<file path="src/rtl/life_pkg.sv">
// Shared constants and types for the Game of Life grid sequencer.
package life_pkg;

    localparam int unsigned COLS     = 80;
    localparam int unsigned ROWS     = 48;
    localparam int unsigned CELLS    = COLS * ROWS;
    localparam int unsigned ADDR_W   = $clog2(CELLS);
    localparam int unsigned DIV_W    = 24;
    localparam int unsigned GEN_W    = 16;
    localparam int unsigned SETTLE   = 2;
    localparam int unsigned SETTLE_W = $clog2(SETTLE + 1);
    // Wide enough for 255*COLS + 255 so out-of-range edits never alias.
    localparam int unsigned FULL_W   = 16;

    typedef enum logic [2:0] {
        ST_IDLE   = 3'd0,
        ST_WRITE  = 3'd1,
        ST_LOAD   = 3'd2,
        ST_CLEAR  = 3'd3,
        ST_SETTLE = 3'd4
    } state_t;

    // Row-major cell index, computed at full width before any truncation.
    function automatic logic [FULL_W-1:0] cell_index(input logic [7:0] x, input logic [7:0] y);
        return FULL_W'(FULL_W'(y) * FULL_W'(COLS) + FULL_W'(x));
    endfunction

endpackage

</file>
<file path="src/rtl/life_rate_timer.sv">
// Generation rate timer: counts 0..max(period,1)-1 while run_en and raises
// tick_pend on terminal count; tick_pend holds until consumed or run_en drops.
// Ports: clk, reset (sync, active-high), run_en, period, tick_clr (consume),
//        tick_pend (pending timed generation).
module life_rate_timer
    import life_pkg::*;
(
    input  logic             clk,
    input  logic             reset,
    input  logic             run_en,
    input  logic [DIV_W-1:0] period,
    input  logic             tick_clr,
    output logic             tick_pend
);

    logic [DIV_W-1:0] cnt;
    logic [DIV_W-1:0] cnt_d;
    logic [DIV_W-1:0] last;
    logic             tick_d;

    // Period 0 behaves like period 1; >= guards against period shrinking mid-count.
    always_comb begin
        cnt_d  = cnt;
        tick_d = tick_pend && !tick_clr;
        last   = (period == '0) ? '0 : period - DIV_W'(1);
        if (!run_en) begin
            cnt_d  = '0;
            tick_d = 1'b0;
        end else if (cnt >= last) begin
            cnt_d  = '0;
            tick_d = 1'b1;
        end else begin
            cnt_d  = cnt + DIV_W'(1);
        end
    end

    always_ff @(posedge clk) begin
        if (reset) begin
            cnt       <= '0;
            tick_pend <= 1'b0;
        end else begin
            cnt       <= cnt_d;
            tick_pend <= tick_d;
        end
    end

endmodule

</file>
<file path="src/rtl/life_sequencer.sv">
// Sequences the Life grid datapath: each clock the grid is cleared, written
// with one edited cell, advanced one generation, or left alone.
// Ports: clk, reset (sync, active-high); run_en/period (free-run timer);
//        step_req, clear_req (one-cycle pulses); edit_valid/edit_ready with
//        edit_x/edit_y/edit_val; edit_err; grid_we/grid_addr/grid_wdata,
//        grid_load_next, grid_clear strobes; gen_count; busy.
// All outputs are registered and change together with the state register.
module life_sequencer
    import life_pkg::*;
(
    input  logic              clk,
    input  logic              reset,
    input  logic              run_en,
    input  logic [DIV_W-1:0]  period,
    input  logic              step_req,
    input  logic              clear_req,
    input  logic              edit_valid,
    output logic              edit_ready,
    input  logic [7:0]        edit_x,
    input  logic [7:0]        edit_y,
    input  logic              edit_val,
    output logic              edit_err,
    output logic              grid_we,
    output logic [ADDR_W-1:0] grid_addr,
    output logic              grid_wdata,
    output logic              grid_load_next,
    output logic              grid_clear,
    output logic [GEN_W-1:0]  gen_count,
    output logic              busy
);

    state_t              state, state_d;
    logic [SETTLE_W-1:0] settle_cnt, settle_d;
    logic                clear_pend, clear_pend_d;
    logic                step_pend, step_pend_d;
    logic                tick_pend;
    logic                go_clear, go_load, accept;
    logic                in_range;
    logic [FULL_W-1:0]   full_idx;
    logic [GEN_W-1:0]    gen_d;
    logic                we_d, err_d, wdata_d, ready_d, busy_d;
    logic [ADDR_W-1:0]   addr_d;

    life_rate_timer u_timer (
        .clk       (clk),
        .reset     (reset),
        .run_en    (run_en),
        .period    (period),
        .tick_clr  (go_clear || go_load),
        .tick_pend (tick_pend)
    );

    assign in_range = (32'(edit_x) < COLS) && (32'(edit_y) < ROWS);
    assign full_idx = cell_index(edit_x, edit_y);

    // Next state, pending flags and registered strobe values.
    always_comb begin
        state_d  = state;
        settle_d = settle_cnt;
        go_clear = 1'b0;
        go_load  = 1'b0;
        accept   = 1'b0;

        case (state)
            ST_IDLE: begin
                if (clear_pend) begin
                    go_clear = 1'b1;
                    state_d  = ST_CLEAR;
                end else if (edit_valid && edit_ready) begin
                    accept   = 1'b1;
                    state_d  = ST_WRITE;
                end else if (step_pend || tick_pend) begin
                    go_load  = 1'b1;
                    state_d  = ST_LOAD;
                end
            end
            ST_WRITE, ST_LOAD, ST_CLEAR: begin
                state_d  = ST_SETTLE;
                settle_d = '0;
            end
            ST_SETTLE: begin
                if (settle_cnt == SETTLE_W'(SETTLE - 1)) begin
                    state_d = ST_IDLE;
                end else begin
                    settle_d = settle_cnt + SETTLE_W'(1);
                end
            end
            default: state_d = ST_IDLE;
        endcase

        clear_pend_d = (clear_pend && !go_clear) || clear_req;
        // A step arriving with a clear is discarded: the clear wins.
        step_pend_d  = ((step_pend && !(go_clear || go_load)) || step_req) && !clear_req;

        gen_d = gen_count;
        if (go_clear) begin
            gen_d = '0;
        end else if (go_load) begin
            gen_d = gen_count + GEN_W'(1);
        end

        we_d    = accept && in_range;
        err_d   = accept && !in_range;
        addr_d  = we_d ? ADDR_W'(full_idx) : '0;
        wdata_d = we_d && edit_val;
        ready_d = (state_d == ST_IDLE) && !clear_pend_d;
        busy_d  = (state_d != ST_IDLE);
    end

    always_ff @(posedge clk) begin
        if (reset) begin
            state          <= ST_IDLE;
            settle_cnt     <= '0;
            clear_pend     <= 1'b0;
            step_pend      <= 1'b0;
            gen_count      <= '0;
            edit_ready     <= 1'b0;
            edit_err       <= 1'b0;
            grid_we        <= 1'b0;
            grid_addr      <= '0;
            grid_wdata     <= 1'b0;
            grid_load_next <= 1'b0;
            grid_clear     <= 1'b0;
            busy           <= 1'b0;
        end else begin
            state          <= state_d;
            settle_cnt     <= settle_d;
            clear_pend     <= clear_pend_d;
            step_pend      <= step_pend_d;
            gen_count      <= gen_d;
            edit_ready     <= ready_d;
            edit_err       <= err_d;
            grid_we        <= we_d;
            grid_addr      <= addr_d;
            grid_wdata     <= wdata_d;
            grid_load_next <= go_load;
            grid_clear     <= go_clear;
            busy           <= busy_d;
        end
    end

endmodule

</file>
<file path="config.mk">
export PLATFORM = sky130hd
export DESIGN_NAME = life_sequencer
export DESIGN_NICKNAME = d
export VERILOG_FILES = /design/src/rtl/life_pkg.sv /design/src/rtl/life_rate_timer.sv /design/src/rtl/life_sequencer.sv
export SDC_FILE = /design/constraint.sdc
export NUM_CORES = 1
export LEC_CHECK = 0
export CAP_MARGIN = 20
export CELL_PAD_IN_SITES_DETAIL_PLACEMENT = 1
export CELL_PAD_IN_SITES_GLOBAL_PLACEMENT = 1
export CORE_ASPECT_RATIO = 0.8
export CORE_MARGIN = 2
export CORE_UTILIZATION = 39
export DETAILED_ROUTE_END_ITERATION = 8
export HOLD_SLACK_MARGIN = 0.02
export PLACE_DENSITY_LB_ADDON = 0.1
export RECOVER_POWER = 50
export SLEW_MARGIN = 25
export SYNTH_ARGS = -nofsm -noshare
export SYNTH_HDL_FRONTEND = slang
export SYNTH_SLANG_ARGS = --single-unit
export TNS_END_PERCENT = 100
</file>
<file path="constraint.sdc">
create_clock -name clk -period 4.4 [get_ports clk]
set_input_delay 0.66 -clock clk [delete_from_list [all_inputs] [get_ports clk]]
set_output_delay 0.66 -clock clk [all_outputs]
set_load 0.01 [all_outputs]
</file>
==> run summary, run 1 <==
outcome: complete, no violations
final setup vio count: 0
syn nets: 581
worst-path fanout max: 24
Synth Flop Type: dfxtp_1
Seq/Total Area, Yosys: 31.9%
clk buf depth: 2
Chip Width: 120 um
Crit path largest cell delay: 0.59 ns
Mapped Area: 4210 um2
Hold Buf Count CTS: 0
Lkg Pwr: 0.00235 uW
largest net degree at the start of global routing: 26
antenna cells: 0
Remaining DRCs: 0
peak supply drop: 0.193 mV
hold_ws: 0.509 ns
vias: 3,967
most frequent cells in the layout: dfxtp_1 (67), nand2_1 (46), clkdlybuf4s50_1 (44)
total design power: 1620 uW
Pins Over Slew Limit: 0
nets: 684
Placer Congestion: 0.821
Min Clock Period, post-route: 4.17 ns
routed vias/inst: 5.38
Worst setup SP type: input port
die span in y: 96.9 um
HP Class: flip-flop to flip-flop
1st-pass router iterations: 4
first-pass GRT wire length: 20,000 um
top-area cell type share of the netlist area: 31.9%
Initial Utilization: 40.6%
Fmax: 240 MHz
Yosys cell types: 51
share of layout cells above drive strength 1: 8.53%
Fillers: 1,231
number of synthesized flops with an enable pin: 0
crit path DAT: 4.35 ns
Top delay family on crit path: simple AND/OR/NAND/NOR gates
drt total wl: 11,900 um
asr flop ratio synth: 0%
Max-slew headroom: 20.9%
final global-route overflow total: 0
P per Cell Area: 287 nW/um2
clock skew: 0.00610 ns
number of synthesis warnings: 0
area of the core: 10,400 um2
port bufs: 81
crit path cell chain: clkdlybuf4s50_1 > or4_4 > nor4_4 > buf_4 > nand4_1 > xnor2_1 > nand2_1 > ha_1 > nand4_1 > nor4_4 > or4b_4 > o211ai_4 > buf_12 > nor3_1
Max-Cap Viols: 0
CTS tree: done
initial antenna violation count: 0
GRT Total Usage: 21.0%
RSZ-0062 raised after global routing: no
clock sink count: 67
CP Data Required Time: 4.58 ns
Final Hold Fails: 0
number of global-route vias before repair: 4,217
overall die area: 11,600 um2
Initial DRC Count: 157
cell accounting for the most synthesized area: dfxtp_1
num rows: 33
postcts setup bufs: 0
cells after synthesis: 490
DP HPWL: 8930 um
clk slew on worst S/H paths: 0.05 ns
H-tree levels: 3
top-level port count: 82
Area Overhead vs Synth: 33.8%
slowest stage cell on the critical path: or4_4
setup total negative slack: 0 ns
Clk Latency, worst-skew pair: 0.33 ns
final worst-path cycle share: 94.7%
WP buf/inv: 3
worst-margin pin slew: 1.18 ns
WS Path Type: input port to flip-flop
clock root cell: clkbuf_16
CP endpoint kind: flip-flop
Inserted Clock Buffers: 9
fin util: 54.4%
mean post-synth cell area: 8.59 um2
Routed WL per cell: 16.1 um
commonest non-fill, non-tap cell in the layout: dfxtp_1
top post-synthesis cells by area: dfxtp_1 (32%), ha_1 (12%), xnor2_1 (7.5%), nor3_1 (5.1%), xor2_1 (5.0%)
Routed Antenna Nets: 0
synthesized flop and latch total: 67
[final timing paths]
path / startpoint / to / slack, ns / cells past startpoint
worst max-delay path: period[5] / u_timer.cnt[18]$_SDFF_PP0_ / 0.23 / 14
worst min-delay path: gen_count[5]$_SDFFE_PP0P_ / gen_count[5]$_SDFFE_PP0P_ / 0.51 / 2
worst max register to register: state[0]$_SDFF_PP0_ / grid_addr[7]$_SDFF_PP0_ / 1.79 / 4
worst min register to register: gen_count[5]$_SDFFE_PP0P_ / gen_count[5]$_SDFFE_PP0P_ / 0.51 / 2
[sequential cells by signal (all words and copies together), names as in the netlist]
register,flops
grid_wdata,1
busy,1
edit_ready,1
u_timer.cnt,24
grid_addr,12
clear_pend,1
state,3
grid_load_next,1
u_timer.tick_pend,1
grid_clear,1
step_pend,1
edit_err,1
gen_count,16
settle_cnt,2
grid_we,1
[routing by layer]
metal	vias to the layer above	part of all wire, %	GRT usage (%)
li1	1964	-	-
met1	1929	46	26.3
met2	61	49	36.2
met3	13	3.7	5.13
met4	0	1.0	5.25
met5	-	0	0
[synthesized netlist by cell type, drive strengths merged, types with 8 or more instances]
master and count:
xnor2 36, nor3 44, nand3 17, inv 21, nand4 15, a21oi 20
o21ai 16, nor2 37, dfxtp 67, or3 8, and3 12, xor2 24
ha 42, nor4 11, nand2 46
[what timing repair did]
| action | CTS | global route |
|---|---|---|
| endpoints found under the hold margin | 0 | 0 |
| gates resized for setup | 0 | 4 |
| setup endpoints to repair | 0 | 25 |
[tightest hold or removal path, cell delays in order (launching register included)]
cell     delay, ns
dfxtp_1       0.32
o21ai_0       0.07
a21oi_1       0.06
[metrics by stage]
step | area [um2] | setup WS, ns | instances
6_report | 5630 | 0.234 | 738
5_1_grt | 5630 | 0.0364 | 738
4_1_cts | 5610 | 0.0784 | 738
3_5_place_dp | 5310 | -0.233 | 722
3_3_place_gp | 5310 | -0.0674 | 722
2_1_floorplan | 4210 | 0.492 | 490
[report_power, final]
| group | total (uW) | leakage [uW] | internal, uW | switching, uW |
|---|---|---|---|---|
| registers | 636 | 0.000541 | 621 | 14.7 |
| logic | 270 | 0.00167 | 134 | 136 |
| clock network | 713 | 0.000145 | 451 | 262 |
| total | 1620 | 0.00235 | 1210 | 412 |
[layout make-up]
| cell class | instances | area, um2 | share of cell area, % |
|---|---|---|---|
| clock buffer | 11 | 243 | 4.31 |
| clock inverter | 5 | 52.6 | 0.933 |
| inverter | 21 | 78.8 | 1.40 |
| multi-input combinational | 390 | 2750 | 48.8 |
| sequential | 67 | 1340 | 23.8 |
| tap | 140 | 175 | 3.11 |
| timing repair buffer | 104 | 996 | 17.7 |
[kinds of logic (layout without fill, tap and decap cells)]
group | Yosys count | count (layout) | share of synthesized area, %
xor gates and xnor gates | 61 | 61 | 13.0
and+or+nand+nor | 222 | 222 | 28.3
adders and majority gates | 44 | 44 | 13.4
AOI/OAI and AO/OA | 60 | 60 | 9.07
DFF | 67 | 67 | 31.9
buffers and inverters | 33 | 141 | 3.54
muxes | 3 | 3 | 0.743
No activity file was read; power rests on OpenSTA's default activity.
==> run 2, diff against run 1 <==
CORE_MARGIN = default   (was 2)
CTS_CLUSTER_SIZE = 25   (was default)
==> run 2 against run 1 <==
Against the previous run:
- critical endpoint is now u_timer.cnt[19]$_SDFF_PP0_
- highest routed layer unchanged
- wire length fell by 2.7%
- worst hold slack got worse by 0.0038 ns
- critical path type unchanged
- critical path depth is the same
- sequential power about the same
- clock-buffer cell count down 1
==> run summary, run 2 (synthesis results as in run 1) <==
Area Overhead vs Synth: 33.3%
max FFs per register: 24 (unchanged)
antenna cells: 0 (unchanged)
final global-route overflow total: 0 (unchanged)
routed vias/inst: 5.38 (about the same)
fin util: 54.1% (-0.23 points)
final setup vio count: 0 (unchanged)
slowest stage cell on the critical path: or4_1
clock root cell: clkbuf_16
worst hold start: gen_count[6]$_SDFFE_PP0P_
Max-Cap Viols: 0 (unchanged)
Lkg Pwr: 0.00234 uW (-0.75%)
outcome: complete, no violations
final worst-path cycle share: 94.2% (-0.53 points)
initial antenna violation count: 0 (unchanged)
Max-slew headroom: 21.9% (+1.0 points)
clk buf depth: 2 (unchanged)
number of global-route vias before repair: 4,067 (-3.6%)
clock sink count: 67 (unchanged)
overall die area: 11,200 um2 (-3.7%)
worst-path fanout max: 24 (unchanged)
port bufs: 81 (unchanged)
first-pass GRT wire length: 19,200 um (-4.3%)
HP Class: flip-flop to flip-flop
CP endpoint kind: flip-flop
CTS tree: done
Hold Buf Count CTS: 0 (unchanged)
worst-margin pin slew: 1.16 ns (-0.0152 ns)
Fmax: 241 MHz (+0.56%)
Fillers: 1,246 (+1.2%)
Inserted Clock Buffers: 9 (unchanged)
total design power: 1560 uW (-3.3%)
most frequent cells in the layout: dfxtp_1 (67), nand2_1 (46), clkdlybuf4s50_1 (44)
Worst setup SP type: input port
Largest regs: u_timer.cnt: 24 flops, gen_count: 16 flops, grid_addr: 12 flops
DP HPWL: 9240 um (+3.5%)
GRT Total Usage: 21.4% (+0.34 points)
Initial Utilization: 40.6% (unchanged)
die span in y: 94.9 um (-2.1%)
Placer Congestion: 0.787 (-4.1%)
postcts setup bufs: 0 (unchanged)
crit path DAT: 4.31 ns (-0.04 ns)
top-level port count: 82 (unchanged)
Chip Width: 118 um (-1.7%)
reg-to-reg critical path startpoint: state[0]$_SDFF_PP0_
Pins Over Slew Limit: 0 (unchanged)
CP Data Required Time: 4.57 ns (about the same)
num rows: 33 (unchanged)
crit path cell chain: clkdlybuf4s50_1 > or4_1 > nor4_1 > buf_4 > nand3_1 > xnor2_1 > nand2_1 > ha_1 > nand4_1 > nor4_4 > or4b_4 > o211ai_4 > buf_12 > nor3_1
nets: 684 (unchanged)
Min Clock Period, post-route: 4.14 ns (-0.0234 ns)
Initial DRC Count: 95 (-39%)
worst setup path start: period[19]
Clk Latency, worst-skew pair: 0.33 ns (about the same)
drt total wl: 11,500 um (-2.7%)
peak supply drop: 0.188 mV (-2.8%)
P per Cell Area: 279 nW/um2 (-2.9%)
vias: 3,968 (+0.025%)
Final Hold Fails: 0 (unchanged)
H-tree levels: 3 (unchanged)
area of the core: 10,400 um2 (unchanged)
Routed Antenna Nets: 0 (unchanged)
clock skew: 0.00484 ns (-0.00126 ns)
clk slew on worst S/H paths: 0.05 ns (about the same)
RSZ-0062 raised after global routing: no
Remaining DRCs: 0 (unchanged)
WS Path Type: input port to flip-flop
1st-pass router iterations: 4 (unchanged)
commonest non-fill, non-tap cell in the layout: dfxtp_1
largest net degree at the start of global routing: 26 (unchanged)
Routed WL per cell: 15.6 um (-2.7%)
Top reg by flops: u_timer.cnt
share of layout cells above drive strength 1: 8.36% (-0.17 points)
Crit path largest cell delay: 0.62 ns (+0.03 ns)
-- run 2: area by class of cell --
class | instances | area (um2) | area share (%)
multi-input cells | 390 | 2740 | 48.8
flip-flops and latches | 67 | 1340 | 23.9
repair buffers | 104 | 996 | 17.8
clock buffers | 10 | 239 | 4.26
well taps | 140 | 175 | 3.12
inverters | 21 | 78.8 | 1.41
clock inverters | 6 | 41.3 | 0.736
-- run 2: what timing repair did --
action                     in CTS  in global routing
hold endpoints to repair        0                  0
pin swaps                       0                  1
setup endpoints to repair      23                 24
gates resized for setup         1                  2
-- run 2: final timing paths --
kind	to	slack, ns	cells past startpoint
max reg2reg	grid_addr[6]$_SDFF_PP0_	1.77	4
min	gen_count[6]$_SDFFE_PP0P_	0.50	2
min reg2reg	gen_count[6]$_SDFFE_PP0P_	0.50	2
max	u_timer.cnt[19]$_SDFF_PP0_	0.26	14
-- run 2: critical path, delay by kind of cell --
kind / cells / cell delay, ns
AO/OA/AOI/OAI: 1 / 0.20
XOR/XNOR: 1 / 0.16
AND/OR/NAND/NOR: 8 / 2.15
buffers and inverters: 3 / 0.82
adder cells (fa/ha/maj): 1 / 0.32
-- run 2: stage by stage --
step	cell area, um2	hold WS (ns)	cells	setup TNS, ns	worst slack (ns)
finish	5610	0.505	738	0	0.257
global route	5610	0.565	738	0	0.0402
CTS	5600	0.515	738	0	0.0798
detailed placement	5310	0.506	722	-8.31	-0.349
global placement	5310	0.485	722	-2.10	-0.0901
floorplan	4210	0.471	490	0	0.492
-- run 2: layer usage --
layer | part of all wire, % | global-route usage (%) | wire length (um) | vias to the layer above
met5 | 0 | 0 | 0 | -
met4 | 0.59 | 4.17 | 68 | 0
met3 | 4.1 | 5.86 | 478 | 8
met2 | 50 | 37.6 | 5720 | 67
met1 | 46 | 26.3 | 5270 | 1939
li1 | - | - | - | 1954
-- run 2: report_power, final --
part / internal, uW / total [uW] / switching [uW] / leakage [uW]
registers: 621 / 635 / 14.1 / 0.000541
clock network: 395 / 662 / 267 / 0.000130
logic: 133 / 268 / 135 / 0.00166
